===== config.mk =====
export PLATFORM = sky130hd
export DESIGN_NAME = tlk2711_rx_deframer
export DESIGN_NICKNAME = d
export VERILOG_FILES = /design/src/rtl/tlk2711_pkg.sv /design/src/rtl/tlk2711_rx_classify.sv /design/src/rtl/tlk2711_rx_deframer.sv
export SDC_FILE = /design/constraint.sdc
export NUM_CORES = 1
export LEC_CHECK = 0
export ABC_CLOCK_PERIOD_IN_PS = 2600
export CAP_MARGIN = 25
export CORE_MARGIN = 2
export CORE_UTILIZATION = 49
export DETAILED_ROUTE_END_ITERATION = 10
export PLACE_DENSITY = 0.87
export SYNTH_ARGS = -nofsm -noshare
export SYNTH_HDL_FRONTEND = slang
export SYNTH_SLANG_ARGS = --single-unit

===== constraint.sdc =====
create_clock -name rx_clk -period 2.6 [get_ports rx_clk]
set_input_delay 0.39 -clock rx_clk [delete_from_list [all_inputs] [get_ports rx_clk]]
set_output_delay 0.39 -clock rx_clk [all_outputs]
set_load 0.01 [all_outputs]

===== src/rtl/tlk2711_pkg.sv =====
// Shared TLK2711 link constants and types for the transmit controller and the
// receive deframer.
package tlk2711_pkg;

    localparam logic [7:0] K28_5 = 8'hBC;
    localparam logic [7:0] D5_6  = 8'hC5;
    localparam logic [7:0] D11_5 = 8'hAB;

    localparam logic [15:0] COMMA_WORD = {K28_5, D5_6};
    localparam logic [15:0] SOF_WORD   = {K28_5, D11_5};

    typedef enum logic [1:0] {
        W_COMMA,
        W_SOF,
        W_DATA,
        W_OTHER
    } word_class_t;

    typedef enum logic [1:0] {
        UNSYNC_s,
        SYNC_s,
        PAYLOAD_s
    } rx_state_t;

    // Test payload word: the low five bits of the payload index in both bytes.
    function automatic logic [15:0] test_word(input logic [4:0] idx);
        return {3'b000, idx, 3'b000, idx};
    endfunction

endpackage


===== src/rtl/tlk2711_rx_classify.sv =====
// Combinational classifier for one received SerDes word: comma idle, SOF,
// plain data, or anything else.
module tlk2711_rx_classify
    import tlk2711_pkg::*;
(
    input  logic [15:0] i_rxd,
    input  logic        i_rkmsb,
    input  logic        i_rklsb,
    output word_class_t o_class
);

    always_comb begin
        o_class = W_OTHER;
        if (!i_rkmsb && !i_rklsb)
            o_class = W_DATA;
        else if (i_rkmsb && !i_rklsb && i_rxd == COMMA_WORD)
            o_class = W_COMMA;
        else if (i_rkmsb && !i_rklsb && i_rxd == SOF_WORD)
            o_class = W_SOF;
    end

endmodule


===== src/rtl/tlk2711_rx_deframer.sv =====
// TLK2711 receive deframer: comma-based word sync, SOF-delimited frames,
// optional incrementing-pattern check and saturating link counters.
module tlk2711_rx_deframer
    import tlk2711_pkg::*;
#(
    parameter int FRAME_LEN = 32,
    parameter int SYNC_CNT  = 2,
    parameter int CHECK_EN  = 1,
    parameter int CNT_W     = 16
) (
    input  logic             rx_clk,
    input  logic             rst,
    input  logic [15:0]      i_rxd,
    input  logic             i_rkmsb,
    input  logic             i_rklsb,
    input  logic             i_clr_cnt,
    output logic [15:0]      o_data,
    output logic             o_valid,
    output logic             o_sof,
    output logic             o_eof,
    output logic             o_synced,
    output logic             o_frame_err,
    output logic             o_data_err,
    output logic [CNT_W-1:0] o_frame_cnt,
    output logic [CNT_W-1:0] o_err_cnt
);

    localparam int IDX_W = $clog2(FRAME_LEN);
    localparam int CC_W  = $clog2(SYNC_CNT + 1);

    localparam logic [IDX_W-1:0] LAST_IDX  = IDX_W'(FRAME_LEN - 1);
    localparam logic [CC_W-1:0]  SYNC_LAST = CC_W'(SYNC_CNT - 1);

    word_class_t      wcls;
    rx_state_t        state, state_nxt;
    logic [CC_W-1:0]  comma_cnt, comma_cnt_nxt;
    logic [IDX_W-1:0] idx, idx_nxt;
    logic [4:0]       idx5;

    logic        valid_d, sof_d, eof_d, synced_d, ferr_d, derr_d;
    logic [15:0] data_d;

    tlk2711_rx_classify u_classify (
        .i_rxd   (i_rxd),
        .i_rkmsb (i_rkmsb),
        .i_rklsb (i_rklsb),
        .o_class (wcls)
    );

    always_ff @(posedge rx_clk) begin
        if (rst) begin
            state     <= UNSYNC_s;
            comma_cnt <= '0;
            idx       <= '0;
        end else begin
            state     <= state_nxt;
            comma_cnt <= comma_cnt_nxt;
            idx       <= idx_nxt;
        end
    end

    always_comb begin
        state_nxt     = state;
        comma_cnt_nxt = comma_cnt;
        idx_nxt       = idx;
        case (state)
            UNSYNC_s: begin
                if (wcls == W_COMMA) begin
                    if (comma_cnt == SYNC_LAST) begin
                        state_nxt     = SYNC_s;
                        comma_cnt_nxt = '0;
                    end else begin
                        comma_cnt_nxt = comma_cnt + CC_W'(1);
                    end
                end else begin
                    comma_cnt_nxt = '0;
                end
            end
            SYNC_s: begin
                case (wcls)
                    W_SOF: begin
                        state_nxt = PAYLOAD_s;
                        idx_nxt   = '0;
                    end
                    W_OTHER: begin
                        state_nxt     = UNSYNC_s;
                        comma_cnt_nxt = '0;
                    end
                    default: ;
                endcase
            end
            PAYLOAD_s: begin
                case (wcls)
                    W_DATA: begin
                        if (idx == LAST_IDX) begin
                            state_nxt = SYNC_s;
                            idx_nxt   = '0;
                        end else begin
                            idx_nxt = idx + IDX_W'(1);
                        end
                    end
                    W_COMMA: begin
                        state_nxt = SYNC_s;
                        idx_nxt   = '0;
                    end
                    W_SOF: idx_nxt = '0;
                    default: begin
                        state_nxt     = UNSYNC_s;
                        comma_cnt_nxt = '0;
                        idx_nxt       = '0;
                    end
                endcase
            end
            default: begin
                state_nxt     = UNSYNC_s;
                comma_cnt_nxt = '0;
                idx_nxt       = '0;
            end
        endcase
    end

    assign idx5 = 5'(idx);

    // Next values of the registered outputs; frame_err and data_err can never
    // coincide because one needs a K word and the other a data word.
    always_comb begin
        valid_d  = (state == PAYLOAD_s) && (wcls == W_DATA);
        sof_d    = valid_d && (idx == '0);
        eof_d    = valid_d && (idx == LAST_IDX);
        ferr_d   = (state == PAYLOAD_s) && (wcls != W_DATA);
        derr_d   = (CHECK_EN != 0) && valid_d && (i_rxd != test_word(idx5));
        data_d   = valid_d ? i_rxd : 16'h0000;
        synced_d = (state_nxt != UNSYNC_s);
    end

    always_ff @(posedge rx_clk) begin
        if (rst) begin
            o_data      <= '0;
            o_valid     <= 1'b0;
            o_sof       <= 1'b0;
            o_eof       <= 1'b0;
            o_synced    <= 1'b0;
            o_frame_err <= 1'b0;
            o_data_err  <= 1'b0;
        end else begin
            o_data      <= data_d;
            o_valid     <= valid_d;
            o_sof       <= sof_d;
            o_eof       <= eof_d;
            o_synced    <= synced_d;
            o_frame_err <= ferr_d;
            o_data_err  <= derr_d;
        end
    end

    always_ff @(posedge rx_clk) begin
        if (rst || i_clr_cnt) begin
            o_frame_cnt <= '0;
            o_err_cnt   <= '0;
        end else begin
            if (eof_d && o_frame_cnt != '1)
                o_frame_cnt <= o_frame_cnt + CNT_W'(1);
            if ((ferr_d || derr_d) && o_err_cnt != '1)
                o_err_cnt <= o_err_cnt + CNT_W'(1);
        end
    end

endmodule


==> run metrics, run 1 <==
Critical Path RT 2.84 ns; cts hold-fix bufs 0; drt pass-1 iters 7; Design Power between 2 and 2.5 mW; Num CTS Buffers 9; dpl cell area around 0.0038 mm^2; mapped cell area between 0.002 and 0.003 mm^2; Crit Path Max Fanout 7; ys flop type dfxtp_1; peak supply drop 0.411 mV; area fraction of the dominant cell type after synthesis 43.4%; IO buf count 74; Syn Nets around 340; grt ovf 0; cell taking the most area after synthesis dfxtp_1; status finished clean; R2R cell count 7; clock share of power a little over half; skew final 0.00607 ns; ys async rst share 0%; FILL cells 460; Design Area, Final 0.00405 mm^2; Mapped Cells roughly 320; CTS root buffer clkbuf_8; Final period util between 80% and 90%; DR iter-0 viols ~190; vias in the first global route 2700; Seq cells post-synth 63; WL final roughly 7.6 mm; Worst-Margin Slew ~0.67 ns; ANT cells 0; DIE WIDTH 81.1 um; final count of hold timing violations 0; Die H between 80 and 90 um; Fin Setup TNS 0 ns; via count about 2900; Place WS around 0.19 ns; Hold Crit Class flop to flop; pwr dens between 500 and 600 mW/mm^2; PostCTS Resize Cnt 0; CP endpoint kind flop; Antenna Violating Nets Remaining 0; Sw Pwr ~420 uW; Cell variety after synth just over 60; NumNets Final about 430; full die area around 0.0066 mm^2; first-pass GRT wire length roughly 12 mm; Gate power share between 3 and 4%; row cnt 28; GPL Wtd Cong ~0.8; core area between 0.005 and 0.006 mm^2; H-Tree Depth 3; FMAX 0.435 GHz; initial antenna violation count 0; Arrival @ worst endpoint between 2 and 3 ns; DRC violations left 0; vias per inst between 5 and 6; Starting Density about half; worst-case clock buffer depth 2; clock slew at reported path FFs 0.07 ns; setup ws final just over 0.3 ns; CTS tree built; Final min period approximately 2.3 ns; syn avg cell area just over 9 um^2; top cells by area, synth dfxtp_1 (43%), and2_1 (3.9%), a21oi_1 (3.4%); Pint about 1.9 mW; max-cap violation count 0; worst rel slew slack 55.2%; routed length per instance 15.9 um; # setup viols final 0; EDFF count, synth 0; post-DP HPWL about 5.3 mm; Reg power frac between 40% and 50%; Max Slew Vio Count 0; clock latency on the worst-skew pair between 0.3 and 0.4 ns; number of top-level pins between 70 and 80; Synth warnings 0; hold path cells 2; unrepaired setup endpoints after global routing no; Static Leak 1.46 nW; Fin Hold WS roughly 0.46 ns; Post-CTS Setup Repair Bufs 0; largest net degree at the start of global routing 28; share of layout cells above drive strength 1 10.1%; WS Path Type flop to flop; CTS sink count 63; Critical Path Start Type flop; gr usage total between 20% and 30%; Seq/Total Area, Yosys a little over two fifths; Sw Ratio a little under a fifth; synthesis-to-finish area growth 39.2%
## registers in the layout, indices dropped and copies added (netlist names), 2 cells and up
name         count
comma_cnt        2
idx              5
o_data          16
o_err_cnt       16
o_frame_cnt     16
state            2
## kinds of logic after synthesis
logic type,Yosys count,synth area share [%]
fa+ha+maj,5,2.15
xor+xnor,6,1.81
mux,3,1.03
simple gates,152,30.8
flops,63,43.4
buf+inv,19,2.92
compound gates,70,17.9
## power groups by stage
stage	logic, mW	registers [mW]	clock network [mW]
3_5_place_dp	0.0767	0.987	0
3_3_place_gp	0.0755	0.987	0
4_1_cts	0.0776	0.965	1.25
5_1_grt	0.0831	0.964	1.28
6_report	0.0795	0.965	1.24
2_1_floorplan	0.0256	0.987	0
## Yosys cell counts, types with 3 or more instances
library cell  number
nand3_1           12
ha_1               5
o31ai_1           10
or3_1              7
nand4_1            7
inv_1              9
nor2_1            20
xor2_1             4
and4_1             3
clkbuf_1           5
mux2i_1            3
nor3_1            11
a21oi_1           20
and2_1            18
nor4_1             5
nand2_1           24
o21ai_0            8
or4_1             12
nor2b_1            3
dfxtp_1           63
and3_1            12
o211ai_1           5
## per-stage QoR
| stage | utilization [%] | instances |
|---|---|---|
| 2_1_floorplan | - | 318 |
| 3_3_place_gp | 64.6 | 464 |
| 5_1_grt | 69.6 | 480 |
| 3_5_place_dp | 64.6 | 464 |
| 6_report | 69.6 | 480 |
| 4_1_cts | 69.6 | 480 |
## worst paths after layout
kind                        startpoint                      endpoint  slack [ns]
max                idx[1]$_SDFFE_PP0P_  o_frame_cnt[10]$_SDFFE_PP0P_        0.30
min          comma_cnt[1]$_SDFFE_PP0P_     comma_cnt[1]$_SDFFE_PP0P_        0.46
max reg2reg        idx[1]$_SDFFE_PP0P_  o_frame_cnt[10]$_SDFFE_PP0P_        0.30
min reg2reg  comma_cnt[1]$_SDFFE_PP0P_     comma_cnt[1]$_SDFFE_PP0P_        0.46
## area by class of cell
type                       count  area [um^2]  share of cell area [%]
sequential                    63         1260                    31.1
multi-input combinational    236         1560                    38.6
timing repair buffer          81          806                    19.9
inverter                       9         33.8                   0.834
tap                           75         93.8                    2.32
clock inverter                 6          155                    3.83
clock buffer                  10          138                    3.40
## placed cells by master (no fill, tap or decap), drive strengths merged, types with 3 or more instances in the layout
cell type / count
clkdlybuf4s50: 74
or3: 7
nor2: 21
or4: 12
nand4: 7
o31ai: 11
dfxtp: 63
and2: 18
a21oi: 20
nand2: 24
ha: 5
xor2: 4
inv: 9
mux2i: 3
nand3: 12
nor2b: 3
clkbuf: 10
nor4: 6
or2: 3
o21ai: 9
nor3: 12
o211ai: 6
and4: 5
buf: 7
bufinv: 5
and3: 12
## critical path, stage by stage (launching register included)
cell     delay (ns)
dfxtp_1        0.49
ha_1           0.24
and3_1         0.18
ha_1           0.25
nand4_1        0.20
a31oi_1        0.47
a21oi_1        0.14
a31o_2         0.23
## per-layer routing
layer	share of wire [%]	track usage, %
met5	0	0
met3	4.5	3.67
met2	48	39.9
met4	3.3	14.4
met1	44	29.2
Power figures use the tool's default switching activity.
==> run 2: changes to the inputs <==
Settings changed: CAP_MARGIN 25 to 10, HOLD_SLACK_MARGIN set to 0.1.
==> results of run 2 <==
Same layout as run 1: the final DEF is identical, and so are final timing and power.
==> run 3: changes to the inputs <==
Settings changed: CORE_UTILIZATION 49 to 50, CTS_BUF_LIST set to sky130_fd_sc_hd__clkbuf_2, PLACE_DENSITY 0.87 to 0.89.
==> run metrics, run 3 (synthesis gave the netlist of run 1 again) <==
drt pass-1 iters 6; GPL Wtd Cong between 0.8 and 0.9; Reg-to-Reg End o_frame_cnt[15]$_SDFFE_PP0P_; max-cap violation count 0; commonest non-fill, non-tap cell in the layout clkdlybuf4s50_1; share of layout cells above drive strength 1 just under 10%; clock latency on the worst-skew pair between 0.4 and 0.5 ns; R2R cell count 8; NumNets Final between 400 and 500; initial antenna violation count 0; Worst-Margin Slew roughly 0.66 ns; peak supply drop approximately 0.28 mV; H-Tree Depth 3; Critical Path RT 2.99 ns; status finished clean; Post-CTS Setup Repair Bufs 0; WL final about 7.3 mm; Min-Delay Endpoint comma_cnt[1]$_SDFFE_PP0P_; DIE WIDTH ~80 um; Static Leak roughly 1.4 nW; FMAX about 0.42 GHz; final count of hold timing violations 0; Die H between 80 and 90 um; row cnt 27; post-placement cell count ~460; cts hold-fix bufs 0; worst rel slew slack roughly 56%; Starting Density a little over half; grt ovf 0; unrepaired setup endpoints after global routing no; routed length per instance about 15 um; IO buf count 74; post-DP HPWL 5.31 mm; clock slew at reported path FFs 0.18 ns; PostCTS Resize Cnt 0; reg-to-reg startpoint idx[1]$_SDFFE_PP0P_; DR iter-0 viols between 200 and 250; Final period util between 90 and 100%; Critical Path Start Type flop; synthesis-to-finish area growth 32.6%; pwr dens ~420 mW/mm^2; first-pass GRT wire length approximately 12 mm; ANT cells 0; flop-to-flop setup slack 0.21 ns; WS Path Type flop to flop; Design Area, Final approximately 0.0039 mm^2; core area between 0.005 and 0.006 mm^2; Antenna Violating Nets Remaining 0; vias in the first global route approximately 2700; worst-case clock buffer depth 2; CP endpoint kind flop; gr usage total ~23%; number of top-level pins 75; Crit Path Max Fanout 8; hold path cells 2; Max Slew Vio Count 0; via count 2837; full die area between 0.006 and 0.007 mm^2; Num CTS Buffers 9; hold wc startpoint comma_cnt[1]$_SDFFE_PP0P_; # setup viols final 0; commonest non-fill, non-tap cells in the layout clkdlybuf4s50_1 (74), dfxtp_1 (63), nand2_1 (24); Arrival @ worst endpoint between 2 and 3 ns; vias per inst 5.95; dpl cell area roughly 0.0038 mm^2; largest net degree at the start of global routing 28; fin cells 477; Fin Setup TNS 0 ns; Hold Crit Class flop to flop; CTS tree built; DRC violations left 0; FILL cells roughly 430; CTS root buffer clkbuf_2; Top Registers o_data (16), o_err_cnt (16), o_frame_cnt (16); CTS sink count 63; Final min period roughly 2.4 ns; skew final roughly 0.018 ns
run 3: cell count changes in the layout (fill, tap and decap cells not counted), sizes merged:
cell    previous run  this run
bufinv             5         1
clkinv             1         4
clkbuf            10        11
run 3: routing by layer:
layer / track usage, % / vias up / routed length [um]
met5: 0 / - / 0
met4: 9.83 / 0 / 97
met3: 3.93 / 11 / 470
met2: 39.0 / 129 / 3600
met1: 29.3 / 1331 / 3180
li1: - / 1366 / -
run 3: worst max path at each step:
stage,slack [ns],endpoint,startpoint,cells after the start
global placement,0.26,o_err_cnt[14]$_SDFFE_PP0P_,i_rxd[12],7
finish,0.21,o_frame_cnt[15]$_SDFFE_PP0P_,idx[1]$_SDFFE_PP0P_,8
global route,0.1,o_frame_cnt[15]$_SDFFE_PP0P_,idx[1]$_SDFFE_PP0P_,8
floorplan,0.61,o_frame_cnt[15]$_SDFFE_PP0P_,idx[1]$_SDFFE_PP0P_,8
CTS,0.25,o_frame_cnt[15]$_SDFFE_PP0P_,idx[1]$_SDFFE_PP0P_,8
detailed placement,0.20,o_frame_cnt[10]$_SDFFE_PP0P_,i_rklsb,6
run 3: worst max-delay path, cell delays in order, from the launching register on:
cell and delay [ns]:
dfxtp_1 0.53, ha_1 0.25, and3_1 0.17, ha_1 0.26, nand2_1 0.14, nor3_4 0.17, o211ai_2 0.20, or4_1 0.45
a21oi_1 0.16
run 3: power breakdown:
group          internal (mW)  switching, mW  total (mW)
sequential             0.966   0.0000000513       0.966
clock                  0.223          0.338       0.561
combinational         0.0370         0.0421      0.0791
total                   1.23          0.380        1.61
run 3: area by class of cell:
class | instances | area, um^2 | area share (%)
Clock buffer | 11 | 55.1 | 1.43
Clock inverter | 5 | 48.8 | 1.27
Inverter | 9 | 33.8 | 0.876
Multi-Input combinational cell | 236 | 1560 | 40.5
Sequential cell | 63 | 1260 | 32.7
Tap cell | 72 | 90.1 | 2.34
Timing Repair Buffer | 81 | 806 | 20.9
run 3: metrics by stage:
stage                     hold slack [ns]  util [%]  total power [mW]  setup slack, ns
after floorplan                     0.422         -              1.01            0.609
after global placement              0.431      67.3              1.06            0.264
after detailed placement            0.437      67.3              1.06            0.204
after CTS                           0.458      69.2              1.61            0.253
after global routing                0.496      69.2              1.66           0.0995
final                               0.458      69.2              1.61            0.206
==> RTL edit 1: new RTL, config.mk and constraints of run 1 <==
Encoding of `rx_state_t`: now one-hot (3 bits for 3 states).
--- a/src/rtl/tlk2711_pkg.sv
+++ b/src/rtl/tlk2711_pkg.sv
@@ -16,10 +16,10 @@
         W_OTHER
     } word_class_t;
 
-    typedef enum logic [1:0] {
-        UNSYNC_s,
-        SYNC_s,
-        PAYLOAD_s
+    typedef enum logic [2:0] {
+        UNSYNC_s  = 3'b001,
+        SYNC_s    = 3'b010,
+        PAYLOAD_s = 3'b100
     } rx_state_t;
 
     // Test payload word: the low five bits of the payload index in both bytes.
Behaviour: no difference found for any inputs over 10 cycles, from zero or initial values and one cycle with rst high; not proved beyond that.
==> RTL edit 1 against run 1 <==
  * Synthesized area increased by 7.3%
  * Power decreased by 8.4%
  * Design area increased by 4.6%
  * Utilization decreased by 1.8 points
  * Die area increased by 6.9%
  * First-iteration DRC count increased by 25%
  * Cell count increased by 7.9%
  * Combinational power increased by 3.9%
  * Sequential cell count increased by 1
  * Synthesized cell count increased by 12%
  * Routed wire length increased by 7.2%
  * Worst setup slack got worse by 170 ps
  * Largest cell class unchanged
==> RTL edit 1: results (changes against run 1) <==
| Metric | Value |
|---|---|
| Status | `finished, final reports clean` |
| WL met1 | `3550 um (+6.6%)` |
| Non-clk buf share | `20.1% (+0.19 points)` |
| Leak Pwr | `1.43 nW (-1.9%)` |
| Clock Power | `1.03 mW (-17%)` |
| Placer Congestion | `0.874 (+9.1%)` |
| Grt met3 use | `3.76% (+0.092 points)` |
| Seq/Total Area, Yosys | `41.0% (-2.3 points)` |
| Met2 WL post-DR | `4030 um (+9.1%)` |
| Worst slack, placed | `73.4 ps (-116 ps)` |
| Detail Route met3 WL | `390 um (+15%)` |
| Clk cell area share | `5.76% (-1.5 points)` |
| Placed cell count | `502 (+8.2%)` |
| Filler cells | `482 (+4.8%)` |
| Post-Route WL | `8160 um (+7.2%)` |
| P_sw | `0.431 mW (+1.6%)` |
| Critical-path top delay cell | `or4_4` |
| Seq pwr share | `46.9% (+4.6 points)` |
| Worst-margin pin slew | `742 ps (+73.3 ps)` |
| Vias in the first global route | `2849 (+5.5%)` |
| Peak VDD IR | `370 uV (-9.9%)` |
| M1 GR Usage | `29.1% (-0.053 points)` |
| Met2 Usage GRT | `38.8% (-1.2 points)` |
| Share of cells above drive strength 1 | `10.9% (+0.76 points)` |
| Post-DP HPWL | `5760 um (+8.0%)` |
| Global Route Usage Sum | `23.1% (-0.83 points)` |
| Net count, final | `462 (+8.5%)` |
| Avg Inst Size Synth | `8.79 um2 (-3.9%)` |
| Clkbuf count | `9 (-1)` |
| Area post-placement | `0.00399 mm2 (+6.2%)` |
| Non-clk invs | `3 (-6)` |
| Post-synth cell types | `58 (-4.9%)` |
| Clk_skew | `7.71 ps (+1.64 ps)` |
| Area contributors post-synth | `dfxtp_1, and2_1, nor2_1, nand2_1, xnor2_1` |
| CP max stage delay | `560 ps (+70 ps)` |
| Layout area overhead | `35.7%` |
| Syn nets | `381 (+11%)` |
| Seq/total area | `30.3% (-0.86 points)` |
==> RTL edit 1: changes by cell type after synthesis, moves of 4 or more <==
cell       before  now
nor2_1         20   35
inv_1           9    3
xnor2_1         2   11
nand2_1        24   31
clkbuf_1        5   12
or4_1          12    6
o31ai_1        10    4
or3_1           7   13
a2111oi_0       0    4
nor3_1         11    7
and3_1         12    2
nand4_1         7   13
nand3_1        12   18
==> RTL edit 1: worst paths after layout <==
path	from	endpoint	slack, ps	cells past startpoint
hold / removal	comma_cnt[1]	comma_cnt[1]	450	1
setup / recovery	idx[0]	o_frame_cnt[10]	130	8
hold reg to reg	comma_cnt[1]	comma_cnt[1]	450	1
setup reg to reg	idx[0]	o_frame_cnt[10]	130	8
==> RTL edit 1: kinds of logic after synthesis <==
kind of cell	synth area share, %
AOI/OAI and AO/OA	15.7
muxes	1.92
and+or+nand+nor	33.1
adders and majority gates	2.00
DFF	41.0
xor gates and xnor gates	3.37
buffers and inverters	2.89
==> RTL edit 2: new RTL, flow settings as in run 1 <==
Without the edit above. Change the parameter `SYNC_CNT` from 2 to 1.
--- a/src/rtl/tlk2711_rx_deframer.sv
+++ b/src/rtl/tlk2711_rx_deframer.sv
@@ -4,7 +4,7 @@
     import tlk2711_pkg::*;
 #(
     parameter int FRAME_LEN = 32,
-    parameter int SYNC_CNT  = 2,
+    parameter int SYNC_CNT  = 1,
     parameter int CHECK_EN  = 1,
     parameter int CNT_W     = 16
 ) (
Check against the original RTL: not equivalent (Yosys sat finds a counterexample within 4 cycles, from zero or initial values and one cycle with rst high).
==> RTL edit 2 against run 1 <==
  * Worst setup slack got worse by 160 ps
  * Non-clock buffer count rose by 15
  * Design area is 0.77% lower
  * Hold slack improved by 63 ps
  * Utilization rose by 2.9 points
  * Via count grew 0.10%
  * Routed wire length fell by 4.7%
  * Synthesized area fell by 3.0%
  * Clock power decreased by 16%
  * Sequential cell count fell by 2
  * Critical endpoint is now o_frame_cnt[13]
  * Power is 10% lower
==> RTL edit 2: results (changes against run 1) <==
| Metric | Value |
|---|---|
| Clk_skew | `8.75 ps (+2.68 ps)` |
| Post-synthesis compound-gate area fraction | `12.0% (-6.0 points)` |
| Mux share of post-synthesis cell area | `0.355% (-0.68 points)` |
| Worst-margin pin slew | `562 ps (-107 ps)` |
| Grt met3 use | `5.54% (+1.9 points)` |
| Worst Path Arrival | `2660 ps (+120 ps)` |
| Reg2reg end | `o_frame_cnt[13]` |
| Met2 WL post-DR | `3610 um (-2.1%)` |
| Syn nets | `345 (+0.29%)` |
| Post-DP HPWL | `5150 um (-3.4%)` |
| Status | `finished, final reports clean` |
| Worst Reg-to-Reg Cells | `8 (+1)` |
| WHS | `523 ps (+63.5 ps)` |
| Post-synthesis xor/xnor area fraction | `4.66% (+2.8 points)` |
| Worst slack, placed | `71.6 ps (-118 ps)` |
| Reg-to-reg slack, setup | `150 ps (-160 ps)` |
| CP Max Fanout | `5 (-2)` |
| Area contributors post-synth | `dfxtp_1, xnor2_1, and2_1, nor2_1, or4_1` |
| Net count, final | `439 (+3.1%)` |
| Post-synth cell types | `51 (-16%)` |
| First-pass DRT Iterations | `5 (-2)` |
| Met2 Usage GRT | `39.8% (-0.17 points)` |
| M1 GR Usage | `29.2% (+0.070 points)` |
| Peak VDD IR | `299 uV (-27%)` |
| Placed cell count | `474 (+2.2%)` |
| Vias in the first global route | `2594 (-3.9%)` |
| Sw Ratio | `21.2% (+2.6 points)` |
| Post-synthesis adder-cell area fraction | `2.22% (+0.067 points)` |
| WL met1 | `3040 um (-8.9%)` |
| Initial DRC Count | `188 (-1.6%)` |
| Placer Congestion | `0.920 (+15%)` |
| Largest net degree at the start of global routing | `31 (+11%)` |
| Detail Route met3 WL | `461 um (+36%)` |
| Global-route wire length before repair | `12000 um (-1.0%)` |
| Leak Pwr | `1.30 nW (-11%)` |
| Vias after detailed routing | `2875 (+0.10%)` |
| Global Route Usage Sum | `24.0% (about the same)` |
| Post-Synthesis Cells | `319 (+0.31%)` |
| Filler cells | `389 (-15%)` |
| Seq/Total Area, Yosys | `43.3% (-0.073 points)` |
| Drt wl/cell | `14.8 um (-6.6%)` |
| Share of cells above drive strength 1 | `11.2% (+1.1 points)` |
## RTL edit 2: critical path: stages (launching register included)
cell     delay [ps]
dfxtp_1         340
ha_1            170
and3_1          180
ha_1            160
or3b_1          400
or4_4           580
nor4b_2         280
xnor2_1         150
nor2_1           60
## RTL edit 2: kinds of logic (layout without fill, tap and decap cells)
| family | Yosys count | count (layout) |
|---|---|---|
| flops | 61 | 61 |
| simple gates | 164 | 164 |
| xor+xnor | 15 | 15 |
| mux | 1 | 1 |
| compound gates | 51 | 51 |
| fa+ha+maj | 5 | 5 |
| buf+inv | 22 | 121 |
## RTL edit 2: metrics by stage
stage / area, um2 / util (%)
floorplan: 2820 / -
global placement: 3770 / 68.0
detailed placement: 3770 / 68.0
CTS: 4020 / 72.5
global route: 4020 / 72.5
finish: 4020 / 72.5
## RTL edit 2: cell type report
type | instances | area (um2) | share of cell area (%)
Clock buffer | 9 | 124 | 3.08
Clock inverter | 7 | 124 | 3.08
Inverter | 9 | 33.8 | 0.841
Multi-Input combinational cell | 236 | 1510 | 37.5
Sequential cell | 61 | 1220 | 30.4
Tap cell | 72 | 90.1 | 2.24
Timing Repair Buffer | 96 | 918 | 22.9
## RTL edit 2: power groups by stage
stage	sequential [mW]	combinational, mW	clock [mW]
floorplan	0.955	0.0215	0
global placement	0.955	0.0737	0
detailed placement	0.955	0.0755	0
CTS	0.934	0.0757	1.05
global route	0.933	0.0823	1.09
finish	0.934	0.0765	1.04
## RTL edit 2: worst max path at each step
stage | startpoint | endpoint | slack [ps]
detailed placement | i_rxd[5] | o_err_cnt[12] | 70
global route | idx[1] | o_frame_cnt[13] | 30
floorplan | idx[1] | o_frame_cnt[13] | 190
finish | idx[1] | o_frame_cnt[13] | 150
CTS | idx[1] | o_frame_cnt[13] | 80
global placement | i_rxd[5] | o_err_cnt[12] | 130
